**config.mk**
```make
export PLATFORM = sky130hd
export DESIGN_NAME = if_fetch_unit_flat
export DESIGN_NICKNAME = d
export VERILOG_FILES = /design/src/rtl/if_fetch_unit_if.sv /design/src/rtl/if_fetch_unit.sv /design/src/flat_wrapper.sv
export SDC_FILE = /design/constraint.sdc
export NUM_CORES = 1
export LEC_CHECK = 0
export CAP_MARGIN = 20
export CORE_UTILIZATION = 52
export CTS_CLUSTER_SIZE = 30
export DETAILED_ROUTE_END_ITERATION = 8
export PLACE_DENSITY = 0.79
export RECOVER_POWER = 100
export SYNTH_ARGS = -nofsm -noshare
export SYNTH_HDL_FRONTEND = slang
export SYNTH_SLANG_ARGS = --single-unit
export TNS_END_PERCENT = 5
```
**constraint.sdc**
```tcl
create_clock -name clk -period 3.5 [get_ports clk]
set_input_delay 0.525 -clock clk [delete_from_list [all_inputs] [get_ports clk]]
set_output_delay 0.525 -clock clk [all_outputs]
set_load 0.03 [all_outputs]
```
**src/rtl/if_fetch_unit_if.sv**
```systemverilog
// Instruction-memory read port: word request/acknowledge handshake between
// the fetch stage (master) and instruction memory (slave).
interface if_fetch_unit_if;
  logic        req;
  logic [29:0] addr;
  logic        ack;
  logic [31:0] rd_data;

  modport master (output req, addr, input ack, rd_data);
  modport slave  (input req, addr, output ack, rd_data);
endinterface

```
**src/rtl/if_fetch_unit.sv**
```systemverilog
// Instruction-fetch stage: owns the PC, reads instruction memory over a
// req/ack handshake and presents {if_pc, if_insn, if_en} to decode.
//
// state | meaning
// ------+----------------------------------------------------------------
// REQ   | request at pc outstanding; ack delivers insn (or buffers it on stall)
// HOLD  | fetched insn parked in hold buffer while decode stalls; no request
// DROP  | abandoned read at req_addr still in flight; wait for its ack
module if_fetch_unit #(
  parameter logic [29:0] RESET_PC = 30'h0,
  parameter logic [31:0] NOP_INSN = 32'h0000_0000
) (
  input  logic                  clk,
  input  logic                  reset,
  input  logic                  stall,
  input  logic                  flush,
  input  logic [29:0]           new_pc,
  input  logic                  br_taken,
  input  logic [29:0]           br_addr,
  if_fetch_unit_if.master       imem,
  output logic [29:0]           if_pc,
  output logic [31:0]           if_insn,
  output logic                  if_en,
  output logic                  if_busy
);

  typedef enum logic [1:0] {ST_REQ, ST_HOLD, ST_DROP} state_t;

  state_t      state, state_nxt;
  logic [29:0] pc, pc_nxt;
  logic [29:0] req_addr, req_addr_nxt;
  logic [31:0] hold_insn, hold_insn_nxt;
  logic [29:0] hold_pc, hold_pc_nxt;
  logic [29:0] if_pc_nxt;
  logic [31:0] if_insn_nxt;
  logic        if_en_nxt;
  logic [29:0] pc_inc;

  assign pc_inc = pc + 30'd1;

  // Next-state, next-register values and memory/busy outputs.
  always_comb begin
    state_nxt     = state;
    pc_nxt        = pc;
    req_addr_nxt  = req_addr;
    hold_insn_nxt = hold_insn;
    hold_pc_nxt   = hold_pc;
    if_pc_nxt     = if_pc;
    if_insn_nxt   = if_insn;
    if_en_nxt     = if_en;
    imem.req      = 1'b0;
    imem.addr     = pc;
    if_busy       = 1'b0;

    case (state)
      ST_REQ: begin
        imem.req     = 1'b1;
        imem.addr    = pc;
        if_busy      = ~imem.ack;
        req_addr_nxt = pc;
        if (flush) begin
          pc_nxt      = new_pc;
          if_en_nxt   = 1'b0;
          if_insn_nxt = NOP_INSN;
          state_nxt   = imem.ack ? ST_REQ : ST_DROP;
        end else if (stall) begin
          if (imem.ack) begin
            hold_insn_nxt = imem.rd_data;
            hold_pc_nxt   = pc_inc;
            pc_nxt        = pc_inc;
            state_nxt     = ST_HOLD;
          end
        end else if (br_taken) begin
          pc_nxt      = br_addr;
          if_en_nxt   = 1'b0;
          if_insn_nxt = NOP_INSN;
          state_nxt   = imem.ack ? ST_REQ : ST_DROP;
        end else if (imem.ack) begin
          if_insn_nxt = imem.rd_data;
          if_pc_nxt   = pc_inc;
          if_en_nxt   = 1'b1;
          pc_nxt      = pc_inc;
        end else begin
          if_en_nxt   = 1'b0;
          if_insn_nxt = NOP_INSN;
        end
      end

      ST_HOLD: begin
        if (flush) begin
          pc_nxt      = new_pc;
          if_en_nxt   = 1'b0;
          if_insn_nxt = NOP_INSN;
          state_nxt   = ST_REQ;
        end else if (stall) begin
          state_nxt = ST_HOLD;
        end else if (br_taken) begin
          pc_nxt      = br_addr;
          if_en_nxt   = 1'b0;
          if_insn_nxt = NOP_INSN;
          state_nxt   = ST_REQ;
        end else begin
          if_insn_nxt = hold_insn;
          if_pc_nxt   = hold_pc;
          if_en_nxt   = 1'b1;
          state_nxt   = ST_REQ;
        end
      end

      ST_DROP: begin
        // Keep the abandoned address on the bus so the handshake stays legal;
        // redirects only retarget pc for the fetch that follows.
        imem.req  = 1'b1;
        imem.addr = req_addr;
        if_busy   = 1'b1;
        if_en_nxt = 1'b0;
        if (flush) begin
          pc_nxt = new_pc;
        end else if (!stall && br_taken) begin
          pc_nxt = br_addr;
        end
        if (imem.ack) begin
          state_nxt = ST_REQ;
        end
      end

      default: state_nxt = ST_REQ;
    endcase

    if (reset) begin
      imem.req = 1'b0;
      if_busy  = 1'b0;
    end
  end

  // State and datapath registers with synchronous reset.
  always_ff @(posedge clk) begin
    if (reset) begin
      state     <= ST_REQ;
      pc        <= RESET_PC;
      req_addr  <= RESET_PC;
      hold_insn <= NOP_INSN;
      hold_pc   <= RESET_PC;
      if_pc     <= RESET_PC;
      if_insn   <= NOP_INSN;
      if_en     <= 1'b0;
    end else begin
      state     <= state_nxt;
      pc        <= pc_nxt;
      req_addr  <= req_addr_nxt;
      hold_insn <= hold_insn_nxt;
      hold_pc   <= hold_pc_nxt;
      if_pc     <= if_pc_nxt;
      if_insn   <= if_insn_nxt;
      if_en     <= if_en_nxt;
    end
  end

endmodule

```
**src/flat_wrapper.sv**
```systemverilog
// flat-port wrapper written by rule: the top's interface ports become plain ports
module if_fetch_unit_flat 
#(
  parameter logic [29:0] RESET_PC = 30'h0,
  parameter logic [31:0] NOP_INSN = 32'h0000_0000
)
  (clk, reset, stall, flush, new_pc, br_taken, br_addr, if_pc, if_insn, if_en, if_busy, imem_req, imem_addr, imem_ack, imem_rd_data);
  if_fetch_unit_if imem_i ();
  input  logic clk;
  input  logic reset;
  input  logic stall;
  input  logic flush;
  input  logic [29:0] new_pc;
  input  logic br_taken;
  input  logic [29:0] br_addr;
  output logic [29:0] if_pc;
  output logic [31:0] if_insn;
  output logic if_en;
  output logic if_busy;
  output wire logic [$bits(imem_i.req)-1:0] imem_req;
  output wire logic [$bits(imem_i.addr)-1:0] imem_addr;
  input wire logic [$bits(imem_i.ack)-1:0] imem_ack;
  input wire logic [$bits(imem_i.rd_data)-1:0] imem_rd_data;
  assign imem_req = imem_i.req;
  assign imem_addr = imem_i.addr;
  assign imem_i.ack = imem_ack;
  assign imem_i.rd_data = imem_rd_data;
  if_fetch_unit #(.RESET_PC(RESET_PC), .NOP_INSN(NOP_INSN)) u_core (.clk(clk), .reset(reset), .stall(stall), .flush(flush), .new_pc(new_pc), .br_taken(br_taken), .br_addr(br_addr), .imem(imem_i), .if_pc(if_pc), .if_insn(if_insn), .if_en(if_en), .if_busy(if_busy));
endmodule
```
**After elaboration in Yosys (flattened, before gate mapping)**

Cells that the tools add are included.

- Register bits after elaboration: 187
- Bits in latches: 0
- Bits in writable memories: 0
- Bits in read-only memories: 0
- Bits of input ports: 98
- Output and inout bits: 95
- Logic and storage cells: 87
- Memories kept: 0

- Add/subtract/negate cells: 1
- Multiply operators: 0
- Div/mod/pow operators: 0
- Order comparisons: 0
- Eq/ne operators: 16
- Shift operators: 0
- Multiplexer cells: 48
- Bitwise gates (word level): 2
- Reductions and logical operators: 12

Operators by type and width:

| cell | number |
|---|---|
| $mux W30 | 17 |
| $mux W32 | 7 |
| $pmux W30 S3 | 1 |
| $pmux W32 S2 | 1 |
| $pmux W30 S2 | 1 |
| $add A30 B1 Y30 const B | 1 |
| $ne A2 B2 Y1 const B | 8 |
| $mux W2 | 7 |
| $mux W1 | 11 |
| $ne A3 B3 Y1 const B | 3 |
| $reduce_and A3 Y1 | 3 |
| $ne A4 B4 Y1 const B | 2 |
| $reduce_and A4 Y1 | 2 |
| $reduce_and A8 Y1 | 1 |
| $pmux W2 S3 | 1 |
| $ne A3 B2 Y1 const B | 1 |
| $pmux W1 S3 | 1 |
| $reduce_bool A3 Y1 | 1 |
| $eq A2 B1 Y1 const B | 1 |
| $eq A2 B2 Y1 const B | 1 |
| $logic_not A2 Y1 | 1 |
| $not A1 Y1 | 2 |
| $pmux W1 S2 | 1 |
| $reduce_bool A2 Y1 | 1 |
| other kinds (3) | 3 |

**Longest topological paths before layout**

- Depth after elaboration: 6
- Gate-level depth with buffers: 10
- Depth with buffers taken out: 7

**Worst setup path before layout**

Ideal clock, no wire load.

- Path kind: register to register
- Start point: reg u_core.pc[1]
- End point: reg u_core.if_pc[24]
- Setup time: 0.059 ns
- Data arrival time: 2.356 ns
- Required time: 3.441 ns
- Slack: 1.085 ns
- Stages on the path, launching flop included: 8
- Path buffers: 1
- Clock period less this slack: 2.415 ns
- Cell sequence: dfxtp_1 ha_1 nand4_2 or4_4 buf_6 or4_1 a311oi_1 a31o_1

- Cells in the longest elaborated chain, start to end: 6

RTL lines:

| item | line | source |
|---|---|---|
| from (decl) | if_fetch_unit.sv:30 | `logic [29:0] pc, pc_nxt;` |
| from (signal assigned) | if_fetch_unit.sv:149 | `pc <= pc_nxt;` |
| $add A30 B1 Y30 | if_fetch_unit.sv:39 | `assign pc_inc = pc + 30'd1;` |
| $mux W30 | if_fetch_unit.sv:78 | `end else if (imem.ack) begin` |
| $mux W30 | if_fetch_unit.sv:73 | `end else if (br_taken) begin` |
| $mux W30 | if_fetch_unit.sv:66 | `end else if (stall) begin` |
| $mux W30 | if_fetch_unit.sv:61 | `if (flush) begin` |
| $pmux W30 S2 | if_fetch_unit.sv:55 | `case (state)` |
| to (signal assigned) | if_fetch_unit.sv:153 | `if_pc <= if_pc_nxt;` |
| to (decl) | if_fetch_unit.sv:21 | `output logic [29:0] if_pc,` |

Every way passes these cells. The select of a mux whose other input is x is not followed.
A chain may end at the register's enable or synchronous reset.

**Worst setup path in the final report**

- Start point: in flush
- End point: reg u_core.if_pc[25]

- Cells in the longest elaborated chain, start to end: 2
- Elaborated cells on any way between the ends: 3
- Classes of those cells: eq/ne (2); reduce/logical (1)

RTL lines:

| item | line | source |
|---|---|---|
| from (decl) | flat_wrapper.sv:12 | `input logic flush;` |
| $ne A2 B2 Y1 (no line) | n/a |  |
| $reduce_and A8 Y1 (no line) * | n/a |  |

Every way passes the cells marked *; elsewhere a longest branch is shown, timed or not.

==> metrics.md <==
| Metric | Value |
|---|---|
| Placed insts | between 1k and 1.5k |
| Pin count of the biggest net entering global routing | 75 |
| Synthesized flop and latch total | approximately 190 |
| Count leader, synth | dfxtp_1 |
| Final Util | 68.5% |
| Routed length per placed instance | roughly 19 µm |
| Post-cts sizing count | 0 |
| Vias per inst | between 6 and 7 |
| Buffers added on ports | 192 |
| Max-cap violations | 2 |
| Drt initial violations | 886 |
| RSZ-0062 raised after global routing | false |
| Layout cell share with drive strength beyond 1 | 7.98% |
| Violated checks | capacitance limit, slew limit |
| Clock-pin slew of the registers on the worst-case setup and hold paths | 0.07 ns |
| CP Class | in2reg |
| Area of the multi-input gates | roughly 5100 µm² |
| Row cnt | 48 |
| # diodes | 0 |
| Pwr Total | approximately 5.7 mW |
| Post-synth cell types | 65 |
| Slew Limit Headroom | -11.3% |
| Leakage | between 4 and 5 nW |
| Clock share of power | a little over a third |
| Max VDD drop | roughly 400 µV |
| Hold Path Class | reg2reg |
| Met1 GRT Util | approximately 44% |
| Setup TNS | 0 ns |
| Crit. End Element | flop |
| Fill cell count | 1510 |
| Die Wd | 136 µm |
| Final setup fails | 0 |
| Mapped Avg Cell Area | around 8.1 µm² |
| Root buf cell | clkbuf_16 |
| Crit-path slowest cell | clkbuf_1 |
| Sw Share | between 30% and 40% |
| Area leader, netlist | dfxtp_1 |
| DIE HEIGHT | 136 µm |
| Routability cong. | between 0.9 and 1 |
| R2r startpoint | u_core.pc[4] |
| Setup WS post-layout | 0.409 ns |
| Sequential power share | a little over two fifths |
| Largest fanout on the critical path | 28 |
| P&R area growth vs syn | 28.2% |
| Net Count, Synth | between 1k and 1.5k |
| Hold Violations, Final | 0 |
| Pint | about 3.9 mW |
| Number of global-route vias before repair | between 8k and 9k |
| Post-synthesis async set-or-reset flop share | 0% |
| Status | finished, violations left |
| GRT Resource Usage Total | between 30% and 40% |
| P_sw | roughly 1.8 mW |
| Synth top area share | about two fifths |
| Setup crit start | flush |
| Die ar. | between 15000 and 20000 µm² |
| Synthesized cell area | between 9000 and 10000 µm² |
| PD cells | approximately 470 nW/µm² |
| R2R cell count | 5 |
| CTS Sinks | 187 |
| Reg area | 3740 µm² |
| Detail Placement HPWL | between 15000 and 20000 µm |
| Clock skew | 0.00946 ns |
| Critical path startpoint category | input port |
| CP Cell Sequence | clkdlybuf4s50_1 -> clkbuf_2 -> nor4_2 -> clkbuf_1 -> o311ai_0 -> a21oi_1 |
| Global route total overflow | 0 |
| Met3 Use GR | between 7 and 8% |
| Critical Path RT | around 3.9 ns |
| Final Critical Period | between 3 and 4 ns |
| H-Tree Depth | 4 |
| Largest cells by area after synthesis | dfxtp_1 (40%), nand2_1 (5.4%), nor2_1 (4.8%) |
| Tcrit/Tclk final | 88.3% |
| Total number of vias | 9237 |
| Total wire length | around 29000 µm |
| Drc violations | 0 |
| GR Util met2 | around 46% |
| Reg2reg end | u_core.pc[28] |
| Final nets | around 1.4k |
| Slowest stage delay, CP | between 0.9 and 1 ns |
| Worst slew pin tran | ~1.7 ns |
| R2r setup slk | 0.44 ns |
| Synth warn | 0 |
| I/O pin total | about 190 |
| Crit path to | u_core.if_pc[25] |
| Drt pass-1 iters | 6 |
| Post-synth EDFFs | 0 |
| Combinational Power Share | around 22% |
| First-pass GRT wire length | about 45000 µm |
| Clk buf depth | 2 |
| Sequential fraction of the synthesis area | approximately 40% |
| Hold-fix buffers at CTS | 0 |
| Data arrival, critical path | 3.46 ns |
| Post-synth top cells | dfxtp_1 (187), nand2_1 (133), nor2_1 (118) |
| GR peak layer | met2 |
| Placeable Area | around 17000 µm² |
| F_max | 324 MHz |
| Finished Layout Cells | around 1.5k |
| Initial antenna violation count | 0 |
| Pre-CTS setup slack | ~0.53 ns |
| Initial Util | about 53% |
| DRT antenna net count | 0 |
| Top FF cell, synth | dfxtp_1 |
| Clock Latency Late Sink | about 0.44 ns |
| Inserted Clock Buffers | 17 |
| TritonCTS clock tree | built |
| Syn Inst Count | approximately 1.1k |
| Slew Viols, Final | ~100 |
| Postcts setup bufs | 0 |
[logic make-up (layout without fill, tap and decap cells)]
logic type | count (synthesis) | after routing | share of synthesized area (%)
mux | 68 | 68 | 7.69
xor+xnor | 30 | 30 | 2.82
compound gates | 308 | 308 | 22.3
flops | 187 | 187 | 40.2
buf+inv | 128 | 275 | 5.43
simple gates | 418 | 418 | 20.8
fa+ha+maj | 5 | 5 | 0.672
[power groups by stage]
stage	Sequential, mW	Combinational, mW	Clock [mW]
floorplan	2.46	0.740	0
global placement	2.44	1.24	0
detailed placement	2.45	1.25	0
CTS	2.40	1.26	2.04
global route	2.42	1.32	2.14
finish	2.41	1.23	2.02
[per-stage QoR]
step	cell area (µm²)	hold WS (ns)
floorplan	9310	0.431
global placement	11400	0.436
detailed placement	11400	0.443
CTS	12000	0.452
global route	11900	0.463
finish	11900	0.446
[worst min path at each step]
stage	start	endpoint	slack [ns]	depth (start not counted)
3_3_place_gp	u_core.hold_pc[8]	u_core.hold_pc[8]	0.44	2
2_1_floorplan	u_core.hold_pc[5]	u_core.hold_pc[5]	0.43	2
5_1_grt	u_core.if_pc[15]	u_core.if_pc[15]	0.46	2
4_1_cts	u_core.if_pc[8]	u_core.if_pc[8]	0.45	2
3_5_place_dp	u_core.hold_pc[5]	u_core.hold_pc[5]	0.44	2
6_report	u_core.if_pc[7]	u_core.if_pc[7]	0.45	2
[layout make-up]
class / instances / share of cell area (%)
clock inverters: 13 / 1.40
well taps: 225 / 2.36
inverters: 12 / 0.377
flip-flops and latches: 187 / 31.4
multi-input cells: 829 / 42.6
clock buffers: 19 / 3.79
repair buffers: 231 / 18.1
[worst max-delay path: cells and delay by family]
| family | cells | cell delay (ns) |
|---|---|---|
| AOI/OAI and AO/OA | 2 | 0.68 |
| buffers and inverters | 3 | 1.83 |
| and+or+nand+nor | 1 | 0.40 |
[state kept, by name (all words and copies together) (netlist names)]
name              count
u_core.pc            30
u_core.if_en          1
u_core.state          2
u_core.hold_insn     32
u_core.req_addr      30
u_core.if_pc         30
u_core.if_insn       32
u_core.hold_pc       30
[per-layer routing]
layer | vias up | routed length [µm]
li1 | 4444 | -
met1 | 4302 | 13000
met2 | 444 | 12600
met3 | 47 | 2310
met4 | 0 | 592
met5 | - | 0
[placed cells by master (no fill, tap or decap), types with 24 or more instances in the layout]
master | netlist | routed
a21oi_1 | 86 | 85
nor3_1 | 58 | 58
dlygate4sd3_1 | 0 | 96
a221oi_1 | 50 | 50
clkdlybuf4s50_1 | 0 | 95
mux2_2 | 28 | 28
nor2_1 | 118 | 117
mux2i_1 | 40 | 40
o21ai_0 | 51 | 51
buf_4 | 1 | 24
nand2_1 | 133 | 133
dfxtp_1 | 187 | 187
Power figures use the tool's default switching activity.
